## src/rtl/lock_pkg.sv

```systemverilog
// Shared definitions for the gondola lock: FSM state codes, travel direction
// and the default timing/level constants.
package lock_pkg;

    typedef enum logic [2:0] {
        IDLE     = 3'd0,
        APPROACH = 3'd1,
        ARRIVED  = 3'd2,
        ENTER    = 3'd3,
        IN_POUND = 3'd4,
        DEPART   = 3'd5
    } lock_state_t;

    localparam logic DIR_OUT2IN = 1'b0;
    localparam logic DIR_IN2OUT = 1'b1;

    localparam int DEF_ARRIVE_TICKS = 10;
    localparam int DEF_DOOR_TICKS   = 4;
    localparam int DEF_DEPART_TICKS = 10;
    localparam int DEF_LEVEL_MAX    = 8;
    localparam int DEF_LEVEL_W      = 4;

    function automatic int max3(input int a, input int b, input int c);
        int m;
        m = (a > b) ? a : b;
        return (m > c) ? m : c;
    endfunction

endpackage

```

## src/rtl/lock_edge_detect.sv

```systemverilog
// Registers one switch input and produces a single-cycle pulse on its rising edge,
// so a held switch yields exactly one pulse.
module lock_edge_detect (
    input  logic clk,
    input  logic reset,
    input  logic sw,
    output logic rise
);

    logic sw_q;
    logic sw_qq;

    always_ff @(posedge clk) begin
        if (reset) begin
            sw_q  <= 1'b0;
            sw_qq <= 1'b0;
        end else begin
            sw_q  <= sw;
            sw_qq <= sw_q;
        end
    end

    assign rise = sw_q & ~sw_qq;

endmodule

```

## src/rtl/gondola_lock_controller.sv

```systemverilog
// Sequences one gondola at a time through the pound (approach, entry door, level
// change, exit door, departure) and drives the side LEDs, level and state display.
module gondola_lock_controller
    import lock_pkg::*;
#(
    parameter int ARRIVE_TICKS = DEF_ARRIVE_TICKS,
    parameter int DOOR_TICKS   = DEF_DOOR_TICKS,
    parameter int DEPART_TICKS = DEF_DEPART_TICKS,
    parameter int LEVEL_MAX    = DEF_LEVEL_MAX,
    parameter int LEVEL_W      = DEF_LEVEL_W
) (
    input  logic               clk,
    input  logic               reset,
    input  logic               outer_gondola_arrival_sw,
    input  logic               inner_gondola_arrival_sw,
    input  logic               outer_door_sw,
    input  logic               inner_door_sw,
    input  logic               inc_water_level,
    input  logic               dec_water_level,
    output logic               outer_gondola_led,
    output logic               inner_gondola_led,
    output logic               outer_door_openable_led,
    output logic               inner_door_openable_led,
    output logic               outer_door_open,
    output logic               inner_door_open,
    output logic [LEVEL_W-1:0] water_level,
    output logic [2:0]         state_code,
    output logic               pending
);

    localparam int CNT_MAX = max3(ARRIVE_TICKS, DOOR_TICKS, DEPART_TICKS);
    localparam int CNT_W   = (CNT_MAX < 2) ? 1 : $clog2(CNT_MAX + 1);

    localparam logic [CNT_W-1:0]   ARRIVE_LOAD = CNT_W'(ARRIVE_TICKS - 1);
    localparam logic [CNT_W-1:0]   DOOR_LOAD   = CNT_W'(DOOR_TICKS - 1);
    localparam logic [CNT_W-1:0]   DEPART_LOAD = CNT_W'(DEPART_TICKS - 1);
    localparam logic [LEVEL_W-1:0] LEVEL_TOP   = LEVEL_W'(LEVEL_MAX);

    logic outer_arr_edge, inner_arr_edge;
    logic outer_door_edge, inner_door_edge;
    logic inc_edge, dec_edge;

    lock_edge_detect u_outer_arr  (.clk(clk), .reset(reset), .sw(outer_gondola_arrival_sw), .rise(outer_arr_edge));
    lock_edge_detect u_inner_arr  (.clk(clk), .reset(reset), .sw(inner_gondola_arrival_sw), .rise(inner_arr_edge));
    lock_edge_detect u_outer_door (.clk(clk), .reset(reset), .sw(outer_door_sw),            .rise(outer_door_edge));
    lock_edge_detect u_inner_door (.clk(clk), .reset(reset), .sw(inner_door_sw),            .rise(inner_door_edge));
    lock_edge_detect u_inc        (.clk(clk), .reset(reset), .sw(inc_water_level),          .rise(inc_edge));
    lock_edge_detect u_dec        (.clk(clk), .reset(reset), .sw(dec_water_level),          .rise(dec_edge));

    lock_state_t        state_q, state_next;
    logic               dir_q, dir_next;
    logic               pending_q, pending_next;
    logic               pending_dir_q, pending_dir_next;
    logic [CNT_W-1:0]   cnt_q, cnt_next;
    logic [LEVEL_W-1:0] level_q, level_next;

    logic               entry_led, exit_led;
    logic               entry_openable, exit_openable;
    logic               entry_open, exit_open;
    logic [LEVEL_W-1:0] entry_level, exit_level;
    logic               entry_door_edge, exit_door_edge, opposite_arr_edge;

    always_ff @(posedge clk) begin
        if (reset) begin
            state_q       <= IDLE;
            dir_q         <= DIR_OUT2IN;
            pending_q     <= 1'b0;
            pending_dir_q <= DIR_OUT2IN;
            cnt_q         <= '0;
            level_q       <= '0;
        end else begin
            state_q       <= state_next;
            dir_q         <= dir_next;
            pending_q     <= pending_next;
            pending_dir_q <= pending_dir_next;
            cnt_q         <= cnt_next;
            level_q       <= level_next;
        end
    end

    // Everything is expressed relative to the entry/exit side, then mapped to outer/inner.
    always_comb begin
        state_next       = state_q;
        dir_next         = dir_q;
        pending_next     = pending_q;
        pending_dir_next = pending_dir_q;
        cnt_next         = cnt_q;
        level_next       = level_q;
        entry_led        = 1'b0;
        exit_led         = 1'b0;
        entry_openable   = 1'b0;
        exit_openable    = 1'b0;
        entry_open       = 1'b0;
        exit_open        = 1'b0;

        entry_level       = (dir_q == DIR_OUT2IN) ? '0 : LEVEL_TOP;
        exit_level        = (dir_q == DIR_OUT2IN) ? LEVEL_TOP : '0;
        entry_door_edge   = (dir_q == DIR_OUT2IN) ? outer_door_edge : inner_door_edge;
        exit_door_edge    = (dir_q == DIR_OUT2IN) ? inner_door_edge : outer_door_edge;
        opposite_arr_edge = (dir_q == DIR_OUT2IN) ? inner_arr_edge : outer_arr_edge;

        case (state_q)
            IDLE: begin
                if (outer_arr_edge) begin
                    state_next = APPROACH;
                    dir_next   = DIR_OUT2IN;
                    cnt_next   = ARRIVE_LOAD;
                    if (inner_arr_edge) begin
                        pending_next     = 1'b1;
                        pending_dir_next = DIR_IN2OUT;
                    end else if (pending_q && pending_dir_q == DIR_OUT2IN) begin
                        pending_next = 1'b0;
                    end
                end else if (inner_arr_edge) begin
                    state_next = APPROACH;
                    dir_next   = DIR_IN2OUT;
                    cnt_next   = ARRIVE_LOAD;
                    if (pending_q && pending_dir_q == DIR_IN2OUT) begin
                        pending_next = 1'b0;
                    end
                end else if (pending_q) begin
                    state_next   = APPROACH;
                    dir_next     = pending_dir_q;
                    cnt_next     = ARRIVE_LOAD;
                    pending_next = 1'b0;
                end
            end
            APPROACH: begin
                entry_led = 1'b1;
                if (cnt_q == '0) begin
                    state_next = ARRIVED;
                end else begin
                    cnt_next = cnt_q - 1'b1;
                end
            end
            ARRIVED: begin
                entry_led      = 1'b1;
                entry_openable = (level_q == entry_level);
                if (entry_door_edge && entry_openable) begin
                    state_next = ENTER;
                    cnt_next   = DOOR_LOAD;
                end
            end
            ENTER: begin
                entry_open = 1'b1;
                if (cnt_q == '0) begin
                    state_next = IN_POUND;
                end else begin
                    cnt_next = cnt_q - 1'b1;
                end
            end
            IN_POUND: begin
                exit_openable = (level_q == exit_level);
                if (exit_door_edge && exit_openable) begin
                    state_next = DEPART;
                    cnt_next   = DEPART_LOAD;
                end
            end
            DEPART: begin
                exit_open = 1'b1;
                exit_led  = 1'b1;
                if (cnt_q == '0) begin
                    state_next = IDLE;
                end else begin
                    cnt_next = cnt_q - 1'b1;
                end
            end
            default: begin
                state_next = IDLE;
            end
        endcase

        // A request from the far side is remembered once; the active side's own requests are dropped.
        if (state_q != IDLE && opposite_arr_edge && !pending_q) begin
            pending_next     = 1'b1;
            pending_dir_next = ~dir_q;
        end

        if (state_q != ENTER && state_q != DEPART) begin
            if (inc_edge && !dec_edge && level_q != LEVEL_TOP) begin
                level_next = level_q + 1'b1;
            end else if (dec_edge && !inc_edge && level_q != '0) begin
                level_next = level_q - 1'b1;
            end
        end
    end

    assign outer_gondola_led       = (dir_q == DIR_OUT2IN) ? entry_led      : exit_led;
    assign inner_gondola_led       = (dir_q == DIR_OUT2IN) ? exit_led       : entry_led;
    assign outer_door_openable_led = (dir_q == DIR_OUT2IN) ? entry_openable : exit_openable;
    assign inner_door_openable_led = (dir_q == DIR_OUT2IN) ? exit_openable  : entry_openable;
    assign outer_door_open         = (dir_q == DIR_OUT2IN) ? entry_open     : exit_open;
    assign inner_door_open         = (dir_q == DIR_OUT2IN) ? exit_open      : entry_open;
    assign water_level             = level_q;
    assign state_code              = state_q;
    assign pending                 = pending_q;

endmodule

```

## config.mk

```make
export PLATFORM = sky130hd
export DESIGN_NAME = gondola_lock_controller
export DESIGN_NICKNAME = d
export VERILOG_FILES = /design/src/rtl/lock_pkg.sv /design/src/rtl/lock_edge_detect.sv /design/src/rtl/gondola_lock_controller.sv
export SDC_FILE = /design/constraint.sdc
export NUM_CORES = 1
export LEC_CHECK = 0
export BUFFER_PORTS_ARGS = -buffer_cell sky130_fd_sc_hd__clkbuf_2
export CELL_PAD_IN_SITES_DETAIL_PLACEMENT = 2
export CELL_PAD_IN_SITES_GLOBAL_PLACEMENT = 2
export CORE_MARGIN = 2
export CORE_UTILIZATION = 25
export CTS_CLUSTER_DIAMETER = 80
export DETAILED_ROUTE_END_ITERATION = 16
export GPL_TIMING_DRIVEN = 0
export PLACE_DENSITY_LB_ADDON = 0.1
export SLEW_MARGIN = 25
export SYNTH_ARGS = -nofsm -noshare
export SYNTH_HDL_FRONTEND = slang
export SYNTH_SLANG_ARGS = --single-unit
```

## constraint.sdc

```tcl
create_clock -name clk -period 3.2 [get_ports clk]
set_clock_uncertainty 0.2 [all_clocks]
set_input_delay 0.48 -clock clk [delete_from_list [all_inputs] [get_ports clk]]
set_output_delay 0.48 -clock clk [all_outputs]
set_load 0.02 [all_outputs]
```

# Yosys cells after proc, flatten, opt, wreduce, memory -nomap -nowiden
# Index checks and enable logic that the tools add are counted.
# op_classes
addsub	3
n_eq_ne	19
n_mux	48
bitwise	14
n_reduce_logical	32
# ops
op	n
4-bit 2-to-1 mux	10
1-bit 2-to-1 mux	28
3-bit 2-to-1 mux	8
3-bit case mux with 6 select lines	1
4-bit case mux with 4 select lines	1
2-bit inequality test, second input constant	6
1-bit logical AND	11
4-bit equality test	2
4-bit inequality test, second input constant	2
1-bit inverter	8
2-bit nonzero test	4
4-bit nonzero test	2
4-bit by 1-bit subtractor with 4-bit output, second input constant	2
1-bit bitwise AND	6
3-bit by 2-bit equality test with 1-bit output, second input constant	2
3-bit equality test, second input constant	2
3-bit AND reduction	2
6-bit AND reduction	1
3-bit nonzero test	2
5-bit AND reduction	1
4-bit by 1-bit adder with 4-bit output, second input constant	1
4-bit logical NOT	1
4-bit by 1-bit inequality test with 1-bit output, second input constant	1
4-bit by 2-bit inequality test with 1-bit output, second input constant	1
other kinds (8)	11
# word_totals
regBits	26
input_bits	8
word_cells	134

# Logic depth before layout (Yosys ltp)
# Gate-level depths: netlist (run 1).
# depth
ltp_word	7
depth_mapped	9
mapped_depth_nobuf	9

# By module
# Synthesis (run 1) repeated with hierarchy kept, for this count alone.
# hier_totals
cells_unflattened	157
area_unflattened_um2	1390.1
# by_module_without_submodules
mod	instances	cells_each	area_per_inst_um2
gondola_lock_controller	1	127	1022.2
lock_edge_detect	6	5	61.3

# Least setup slack after synthesis (run 1)
# Ideal clock, no wire load.
# synth_path
path_kind	reg-to-reg
from	reg level_q[0], in the netlist water_level[0]
to	reg level_q[3], in the netlist water_level[3]
setup_time_ns	0.071
t_arrival_ns	2.373
required_ns	2.929
path_slack_ns	0.556
path_stages_with_launch	10
n_path_buf	0
synth_period_minus_slack_ns	2.644
path_cell_list	dfxtp_1 nor3_1 a2111oi_4 inv_1 ha_1 a21o_1 a21oi_1 xnor2_1 or3_1 a21oi_1
# synth_between
elab_chain_cells	4
word_cells_on_any_way	10
classes_between	2 x add/sub; 1 x eq/ne; 2 x mux; 5 x reduce/logical
# synth_rtl
item	line	rtl
start: declaration	gondola_lock_controller.sv:55	logic [LEVEL_W-1:0] level_q, level_next;
start signal: assignment	gondola_lock_controller.sv:77	level_q <= level_next;
parallel branches: the longest is 4 deep, another holds 4-bit by 1-bit subtractor with 4-bit output	-	
# Several ways; the timed one is not identified. The select of a mux whose other input is x is not followed.
# A chain may end at the register's enable or synchronous reset.

# Worst setup path in the final report (run 1)
# Ends and elaborated chain as after synthesis.

==> results of run 1 <==
==> through the flow <==
step,hold WS (ns),utilization [%]
final,0.2043,30.38
after floorplan,0.2297,-
after detailed placement,0.2538,29.08
after global placement,0.2509,29.08
after global routing,0.2054,30.38
after CTS,0.1968,30.38
==> logic make-up (layout without fill, tap and decap cells) <==
kind of cell | after synthesis | after routing | share of synthesized area (%)
xor+xnor | 7 | 7 | 4.375
flops | 26 | 26 | 37.14
simple gates | 59 | 59 | 23.75
buf+inv | 15 | 39 | 4.107
compound gates | 36 | 36 | 21.25
mux | 6 | 6 | 4.375
fa+ha+maj | 5 | 5 | 5.000
==> per-layer routing <==
layer  vias to the layer above  share of wire, %  global-route usage, %
met1                       602                44                  16.88
met5                         -                 0                      0
met2                        12                52                  25.98
met3                         6               1.8                  2.841
li1                        588                 -                      -
met4                         0               1.4                  3.793
==> worst max-delay path, cell delays in order (launching register included) <==
cell,delay (ns)
dfxtp_1,0.48
nor3_1,0.17
a2111oi_4,0.49
inv_1,0.17
ha_1,0.30
a21o_1,0.18
a21oi_1,0.22
xnor2_1,0.11
or3_1,0.32
a21oi_1,0.13
==> path summary, 6_finish.rpt <==
kind              slack [ns]          endpoint  cells after the start                     start
hold reg to reg         0.27       u_dec.sw_qq                      1                u_dec.sw_q
setup / recovery        0.37    water_level[3]                      9            water_level[0]
setup reg to reg        0.37    water_level[3]                      9            water_level[0]
hold / removal          0.20  u_inner_arr.sw_q                      2  inner_gondola_arrival_sw
==> registers in the layout, indices dropped and copies added (netlist names) <==
register            flops
u_outer_arr.sw_q        1
pending                 1
dir_q                   1
u_outer_arr.sw_qq       1
cnt_q                   4
u_inner_arr.sw_q        1
u_inc.sw_qq             1
water_level             4
u_dec.sw_qq             1
u_outer_door.sw_q       1
u_inner_arr.sw_qq       1
u_inner_door.sw_qq      1
u_inner_door.sw_q       1
u_dec.sw_q              1
state_code              3
u_inc.sw_q              1
u_outer_door.sw_qq      1
pending_dir_q           1
==> layout by cell type, fill, tap and decap left out, types with 3 or more instances in the layout <==
cell and instances:
or3_1 3, clkbuf_8 3, nor2b_1 16, xnor2_1 3, clkbuf_1 7, inv_1 7, nand2b_1 4, xor2_1 4
ha_1 4, nand2_1 6, nor3_1 4, mux2i_1 5, nor2_1 11, dfxtp_1 26, o21ai_0 8, a21oi_1 8
nand3_1 3, clkbuf_2 20
==> power groups by stage <==
stage          Sequential, W  Clock [W]  Combinational (W)
6_report            0.000454   0.000285           0.000651
5_1_grt             0.000467   0.000306           0.000730
4_1_cts             0.000455   0.000296           0.000665
3_5_place_dp        0.000462          0           0.000657
3_3_place_gp        0.000455          0           0.000625
2_1_floorplan       0.000477          0           0.000452
==> final cells by class <==
class	count	area, um^2	share of cell area (%)
multi-input cells	113	823.3	49.51
flip-flops and latches	26	520.5	31.30
repair buffers	20	100.1	6.020
well taps	72	90.09	5.418
clock buffers	3	41.29	2.483
plain buffers	8	31.28	1.881
clock inverters	1	30.03	1.806
inverters	7	26.28	1.580
==> results.md, run 1 <==
* Run status: finished clean
* # fillers at between 600 and 700
* Dpl cell area at around 1600 um^2
* Peak VDD IR at 0.3954 mV
* Cell count after synthesis at about 150
* Global Route Usage Sum at between 10% and 20%
* Final-stage net count at between 150 and 200
* Core region area at ~5500 um^2
* Pin count of the biggest net entering global routing at 16
* Cell Pwr Density at between 800 and 900 nW/um^2
* Critical path capture point type: register
* Routed wire per std cell at about 16 um
* Cell with the most instances after synthesis: dfxtp_1
* Internal cell power at 0.0008050 W
* Most used DFF post-synth: dfxtp_1
* Die Width at ~80 um
* Lkg Pwr at approximately 0.67 nW
* # diodes at 0
* Register share of total power at roughly 33%
* Pre-Repair DR Iteration Count at 2
* Synth Register Bits at 26
* Syn Nets at approximately 170
* Row Count at 27
* CTS tree: done
* Clk sinks at 26
* Initial antenna violation count at 0
* Starting density of the core at between 20 and 30%
* Cell taking the most area after synthesis: dfxtp_1
* Clk slew on worst S/H paths at ~0.10 ns
* Distinct cell type count after synthesis at between 40 and 50
* Yosys Warn Count at 0
* Final Hold Viols at 0
* Synth async-reset ratio at 0%
* Total wire length at 3991 um
* Tmin final at between 2 and 3 ns
* I/O pins at 22
* Pins over their slew limit at 0
* Sequential-to-total area share from yosys stat at between 30 and 40%
* Critical path peak fanout at 6
* Setup TNS at 0 ns
* Hold_buf cts at 0
* Pwr Total at ~0.0014 W
* Total die area at between 6000 and 7000 um^2
* Psw at ~0.00058 W
* Max transition margin at approximately three fifths
* Worst Setup Slack, final at 0.3659 ns
* Crit start category: register
* WP data required at ~3.2 ns
* Global-route wire length before repair at 6824 um
* Share of cells above drive strength 1 at 20.22%
* Root Driver: clkbuf_8
* H-tree depth at 1
* Drt drc at 0
* RSZ-0062 raised after global routing: false
* Clock Power Share at 20.5%
* CTS resizes at 0
* Endpoints failing setup at 0
* Max Cap Violations at 0
* Mapped Area at roughly 1400 um^2
* Final Instance Count excl. Fillers at 250
* Number of port buffers at 20
* Syn_area_per_cell at 9.100 um^2
* Buffer count from post-CTS setup fixing at 0
* Final HPWL DP at approximately 3000 um
* Area share of the largest cell type after synthesis at between 30% and 40%
* Clk buf depth at 2
* Number of flops mapped to enable cells by yosys at 0
* Synth area leaders: dfxtp_1 37%, nor2b_1 7.1%, ha_1 3.6%
* Worst Hold Class: input port to register
* Post-route design area at between 1500 and 2000 um^2
* Worst skew pair latency at 0.28 ns
* # placed instances at 246
* TritonCTS buffer count at 3
* Tightest Pin Transition at slightly below 0.6 ns
* Worst Path Arrival at around 2.9 ns
* First-iteration detailed-routing DRC count at 21
* P&R area growth vs syn at 18.66%
* Place WS at between 0.3 and 0.4 ns
* Combinational power share at a little under half
* Die H at 78.87 um
* Antenna Nets Post-Route at 0
* Commonest cells in the netlist: 26 x dfxtp_1, 16 x nor2b_1, 11 x nor2_1
* Vias in the first global route at roughly 1300
* Vias at ~1200
* Fmax at between 0.3 and 0.4 GHz
* Final Cycle Share at 88.57%
* Crit path kind: register to register
* Final RePlAce weighted congestion at about 0.76
* Drt via density at between 4 and 5
* Grt total ovfl at 0
* Switching part of the total power at a little over two fifths
(Power assumes the default switching activity.)
==> run 2, diff against run 1 <==
- clock period: 3.2 -> 2.3 ns (I/O delays scaled with it)
==> run 2 against run 1 <==
  * The flow now finishes with violations (setup timing)
  * Critical endpoint unchanged
  * Highest routed layer unchanged
  * Sequential cell count did not move
  * Final cell count rose by 1.6%
  * Non-clock buffer count is 4 higher
==> results.md, run 2 (synthesis results as in run 1) <==
* Reg2Reg Setup Slack at -0.07 ns (was 0.37 ns)
* Row Count at 27 (unchanged)
* Final Cycle Share at 102.9% (was 88.57%)
* Core region area at 5473 um^2 (unchanged)
* Worst Hold Class: input port to register (unchanged)
* RSZ-0062 raised after global routing: true (was false)
* Pre-Repair DR Iteration Count at 4 (was 2)
* I/O pins at 22 (unchanged)
* Reg-to-Reg Start: water_level[2] (was water_level[0])
* Dpl cell area at 1619 um^2 (was 1592 um^2)
* Final Hold Viols at 0 (unchanged)
* Hold Path End: u_outer_arr.sw_q (was u_inner_arr.sw_q)
* Failing checks: setup timing
* Drt drc at 0 (unchanged)
* Fmax at 0.4226 GHz (was 0.3528 GHz)
* Tmin final at 2.366 ns (was 2.834 ns)
* Tightest Pin Transition at 0.6215 ns (was 0.5858 ns)
* Total wire length at 3997 um (was 3991 um)
* H-tree depth at 1 (unchanged)
* Cell Pwr Density at 1136 nW/um^2 (was 835.7 nW/um^2)
* Run status: finished, violations left (was finished clean)
* Final RePlAce weighted congestion at 0.7511 (was 0.7634)
* Post-route design area at 1789 um^2 (was 1663 um^2)
* Max transition margin at 58.56% (was 60.94%)
* P&R area growth vs syn at 27.68% (was 18.66%)
* Pins over their slew limit at 0 (unchanged)
* # diodes at 0 (unchanged)
* Crit-path cells: nor3_4 -> a2111oi_4 -> inv_2 -> ha_4 -> a21o_1 -> a21oi_2 -> xnor2_1 -> or3_1 -> a21oi_1 (was nor3_1 -> a2111oi_4 -> inv_1 -> ha_1 -> a21o_1 -> a21oi_1 -> xnor2_1 -> or3_1 -> a21oi_1)
* Setup TNS at -0.06645 ns (was 0 ns)
* Worst Path Arrival at 2.37 ns (was 2.85 ns)
* Routed wire per std cell at 15.74 um (was 15.96 um)
* Die Width at 78.87 um (unchanged)
* Hold_buf cts at 0 (unchanged)
* CTS tree: done (unchanged)
* R2r worst-path depth at 9 (unchanged)
* Vias in the first global route at 1306 (was 1315)
* Total die area at 6220 um^2 (unchanged)
* Place WS at -0.2237 ns (was 0.3598 ns)
* Worst R2R End: water_level[3] (unchanged)
* Lkg Pwr at 0.7090 nW (was 0.6673 nW)
* Hold Slack at 0.07116 ns (was 0.2043 ns)
* CP peak stage delay at 0.43 ns (was 0.49 ns)
* Root Driver: clkbuf_8 (unchanged)
* Pin count of the biggest net entering global routing at 16 (unchanged)
* Clk buf depth at 2 (unchanged)
* Global-route wire length before repair at 6762 um (was 6824 um)
* Starting density of the core at 25.61% (unchanged)
* Vias at 1219 (was 1208)
* Final HPWL DP at 2911 um (was 3031 um)
* Buf/Inv on CP at 1 (unchanged)
* Worst skew pair latency at 0.28 ns (about the same)
* Global Route Usage Sum at 13.64% (was 14.20%)
* Die H at 78.87 um (unchanged)
* First-iteration detailed-routing DRC count at 25 (was 21)
* Number of port buffers at 20 (unchanged)
* Hold path start: outer_gondola_arrival_sw (was inner_gondola_arrival_sw)
* Hold Crit Depth at 2 (unchanged)
* Crit start category: register (unchanged)
* Clk sinks at 26 (unchanged)
* Slowest-stage cell, CP: a2111oi_4 (unchanged)
* Crit path max-delay family: compound AO/OA/AOI/OAI gates (unchanged)
* Max Cap Violations at 0 (unchanged)
* WP data required at 2.31 ns (was 3.22 ns)
* Grt total ovfl at 0 (unchanged)
* Clk slew on worst S/H paths at 0.10 ns (about the same)
* Critical path peak fanout at 5 (was 6)
* TritonCTS buffer count at 3 (unchanged)
* Share of cells above drive strength 1 at 30.77% (was 20.22%)
* Critical path capture point type: register (unchanged)
* Drt via density at 4.799 (was 4.832)
* Final-stage net count at 196 (was 192)
* Peak VDD IR at 0.6541 mV (was 0.3954 mV)
* Worst Setup Slack, final at -0.06645 ns (was 0.3659 ns)
* Crit path kind: register to register (unchanged)
* Antenna Nets Post-Route at 0 (unchanged)
* Endpoints failing setup at 1 (was 0)
* Initial antenna violation count at 0 (unchanged)
* Commonest non-fill, non-tap cells in the layout: 20 x clkbuf_2, 20 x dfxtp_1, 14 x nor2b_1 (was 26 x dfxtp_1, 20 x clkbuf_2, 16 x nor2b_1)
==> run 2: worst max path at each step <==
stage	end	start	cells past startpoint	slack, ns
2_1_floorplan	water_level[3]	water_level[1]	9	0.004
3_3_place_gp	water_level[3]	u_dec.sw_q	9	-0.14
3_5_place_dp	water_level[3]	u_dec.sw_q	9	-0.22
4_1_cts	water_level[3]	water_level[2]	9	-0.12
5_1_grt	water_level[3]	water_level[2]	9	-0.24
6_report	water_level[3]	water_level[2]	9	-0.07
==> run 2: routing by layer <==
layer	vias to the layer above	track usage, %	wire length, um
met5	-	0	0
met4	0	1.552	15
met3	2	2.841	111
met2	12	24.62	2019
met1	609	17.25	1850
li1	596	-	-
==> run 2: area by class of cell <==
class | count | area [um^2]
clock inverters | 1 | 30.03
well taps | 72 | 90.09
inverters | 7 | 26.28
repair buffers | 25 | 137.6
fillers | 639 | 3684
flip-flops and latches | 26 | 538.0
plain buffers | 7 | 35.03
multi-input cells | 113 | 890.9
clock buffers | 3 | 41.29
==> run 2: stage by stage <==
step,total power [W],cells,utilization [%]
after floorplan,0.001322,154,-
after global placement,0.001534,246,29.58
after detailed placement,0.001578,246,29.58
after CTS,0.002008,253,31.39
after global routing,0.002198,254,32.69
final,0.002033,254,32.69
==> run 2: repair_timing <==
action	CTS	global route
endpoints found under the setup margin	7	8
gates resized for setup	4	15
buffers inserted	3	2
pin swaps	1	6
hold endpoints to repair	0	0
cloned	0	0
==> run 2: power by group <==
group          switching (W)  total (W)  internal, W
Sequential          0.000113   0.000660     0.000546
Combinational       0.000570   0.000984     0.000414
Clock               0.000157   0.000390     0.000233
Total               0.000840    0.00203      0.00119
==> run 3, diff against run 2 <==
- HOLD_SLACK_MARGIN: default -> 0.08
- SKIP_CTS_REPAIR_TIMING: default -> 1
==> run 3 against run 2 <==
  * Sequential cell count unchanged
  * Combinational power down 0.4%
  * Wire length up 0.55%
  * The run still ends with setup timing left
  * Register-to-register slack better by 0.03 ns
==> results.md, run 3 (synthesis results as in run 1) <==
* Run status: finished, violations left (unchanged)
* Failing checks: setup timing (unchanged)
* Final Hold Viols at 0 (unchanged)
* # placed instances at 246 (unchanged)
* Dpl cell area at 1619 um^2 (unchanged)
* Global Route Usage Sum at 13.47% (was 13.64%)
* Clk slew on worst S/H paths at 0.10 ns (about the same)
* CTS tree: done (unchanged)
* Max transition margin at 56.95% (was 58.56%)
* Clk buf depth at 2 (unchanged)
* Pins over their slew limit at 0 (unchanged)
* Reg2Reg Setup Slack at -0.04 ns (was -0.07 ns)
* Place WS at -0.2237 ns (unchanged)
* Final RePlAce weighted congestion at 0.7511 (unchanged)
* P&R area growth vs syn at 29.11% (was 27.68%)
* Max Cap Violations at 0 (unchanged)
* M1 wire length at 1865 um (was 1850 um)
* Die Width at 78.87 um (unchanged)
* Final Cycle Share at 101.8% (was 102.9%)
* Share of cells above drive strength 1 at 31.72% (was 30.77%)
* Drt via density at 4.798 (was 4.799)
* Lkg Pwr at 0.7268 nW (was 0.7090 nW)
* Pin count of the biggest net entering global routing at 16 (unchanged)
* Cell Pwr Density at 1126 nW/um^2 (was 1136 nW/um^2)
* Setup TNS at -0.04051 ns (was -0.06645 ns)
* H-tree depth at 1 (unchanged)
* Drt drc at 0 (unchanged)
* Fmax at 0.4273 GHz (was 0.4226 GHz)
* Die H at 78.87 um (unchanged)
* Peak VDD IR at 0.6596 mV (was 0.6541 mV)
* Final Instance Count excl. Fillers at 258 (was 254)
* Commonest non-fill, non-tap cells in the layout: 20 x clkbuf_2, 20 x dfxtp_1, 14 x nor2b_1 (unchanged)
* Grt total ovfl at 0 (unchanged)
* TritonCTS buffer count at 3 (unchanged)
* Root Driver: clkbuf_8 (unchanged)
* Row Count at 27 (unchanged)
* Worst Path Arrival at 2.35 ns (was 2.37 ns)
* Post-route design area at 1809 um^2 (was 1789 um^2)
* DR WL met3 at 92 um (was 111 um)
* RSZ-0062 raised after global routing: true (unchanged)
* Tightest Pin Transition at 0.6458 ns (was 0.6215 ns)
* Vias in the first global route at 1304 (was 1306)
* Starting density of the core at 25.61% (unchanged)
* Endpoints failing setup at 1 (unchanged)
* Pre-Repair DR Iteration Count at 4 (unchanged)
* Tmin final at 2.341 ns (was 2.366 ns)
* Core region area at 5473 um^2 (unchanged)
* Crit path kind: register to register (unchanged)
* Final design utilization at 33.06% (was 32.69%)
* Critical path peak fanout at 3 (was 5)
* Worst Setup Slack, final at -0.04051 ns (was -0.06645 ns)
* Initial antenna violation count at 0 (unchanged)
* Met2 Routed Length at 2042 um (was 2019 um)
* First-iteration detailed-routing DRC count at 33 (was 25)
* Number of port buffers at 20 (unchanged)
* Worst skew pair latency at 0.28 ns (about the same)
* Total die area at 6220 um^2 (unchanged)
* Worst Hold Class: input port to register (unchanged)
* Final-stage net count at 200 (was 196)
* Final HPWL DP at 2911 um (unchanged)
* Top Layer Used: met4 (unchanged)
* Crit start category: register (unchanged)
* Total wire length at 4019 um (was 3997 um)
* I/O pins at 22 (unchanged)
* # diodes at 0 (unchanged)
* Critical path capture point type: register (unchanged)
* Clk sinks at 26 (unchanged)
* Routed wire per std cell at 15.58 um (was 15.74 um)
* Vias at 1238 (was 1219)
* Global-route wire length before repair at 6693 um (was 6762 um)
* Antenna Nets Post-Route at 0 (unchanged)
* WP data required at 2.31 ns (about the same)
-- run 3: routing by layer --
metal	up-vias	track usage [%]
met5	-	0
met4	0	1.552
met3	2	2.841
met2	10	24.27
met1	620	17.04
li1	606	-
-- run 3: power by group --
group,switching (W),leakage [nW],internal (W)
logic,0.000557,0.473,0.000423
clock network,0.000162,0.0357,0.000233
registers,0.000116,0.218,0.000546
total,0.000836,0.727,0.00120
-- run 3: worst paths after layout --
kind / endpoint / start / cells after the start
min reg2reg: u_inner_arr.sw_qq / u_inner_arr.sw_q / 1
min: u_inner_arr.sw_q / inner_gondola_arrival_sw / 2
max: water_level[3] / water_level[1] / 9
max reg2reg: water_level[3] / water_level[1] / 9
-- run 3: metrics by stage --
step	hold WS [ns]	power (W)
floorplan	0.2297	0.001322
global placement	0.2535	0.001534
detailed placement	0.2594	0.001578
CTS	0.06489	0.001987
global route	0.08183	0.002198
finish	0.07001	0.002038
-- run 3: final cells by class --
cell class,instances,area [um^2]
Buffer,7,35.03
Clock inverter,1,30.03
Tap cell,72,90.09
Multi-Input combinational cell,113,878.3
Sequential cell,26,538.0
Clock buffer,3,41.29
Fill cell,639,3664
Timing Repair Buffer,29,170.2
Inverter,7,26.28
-- run 3: critical path: stages, from the launching register on --
cell and delay, ns:
dfxtp_4 0.40, nor3_4 0.06, a2111oi_4 0.38, inv_2 0.12
ha_4 0.25, a21o_1 0.16, a21oi_2 0.17, xnor2_1 0.10
or3_1 0.31, a21oi_1 0.14
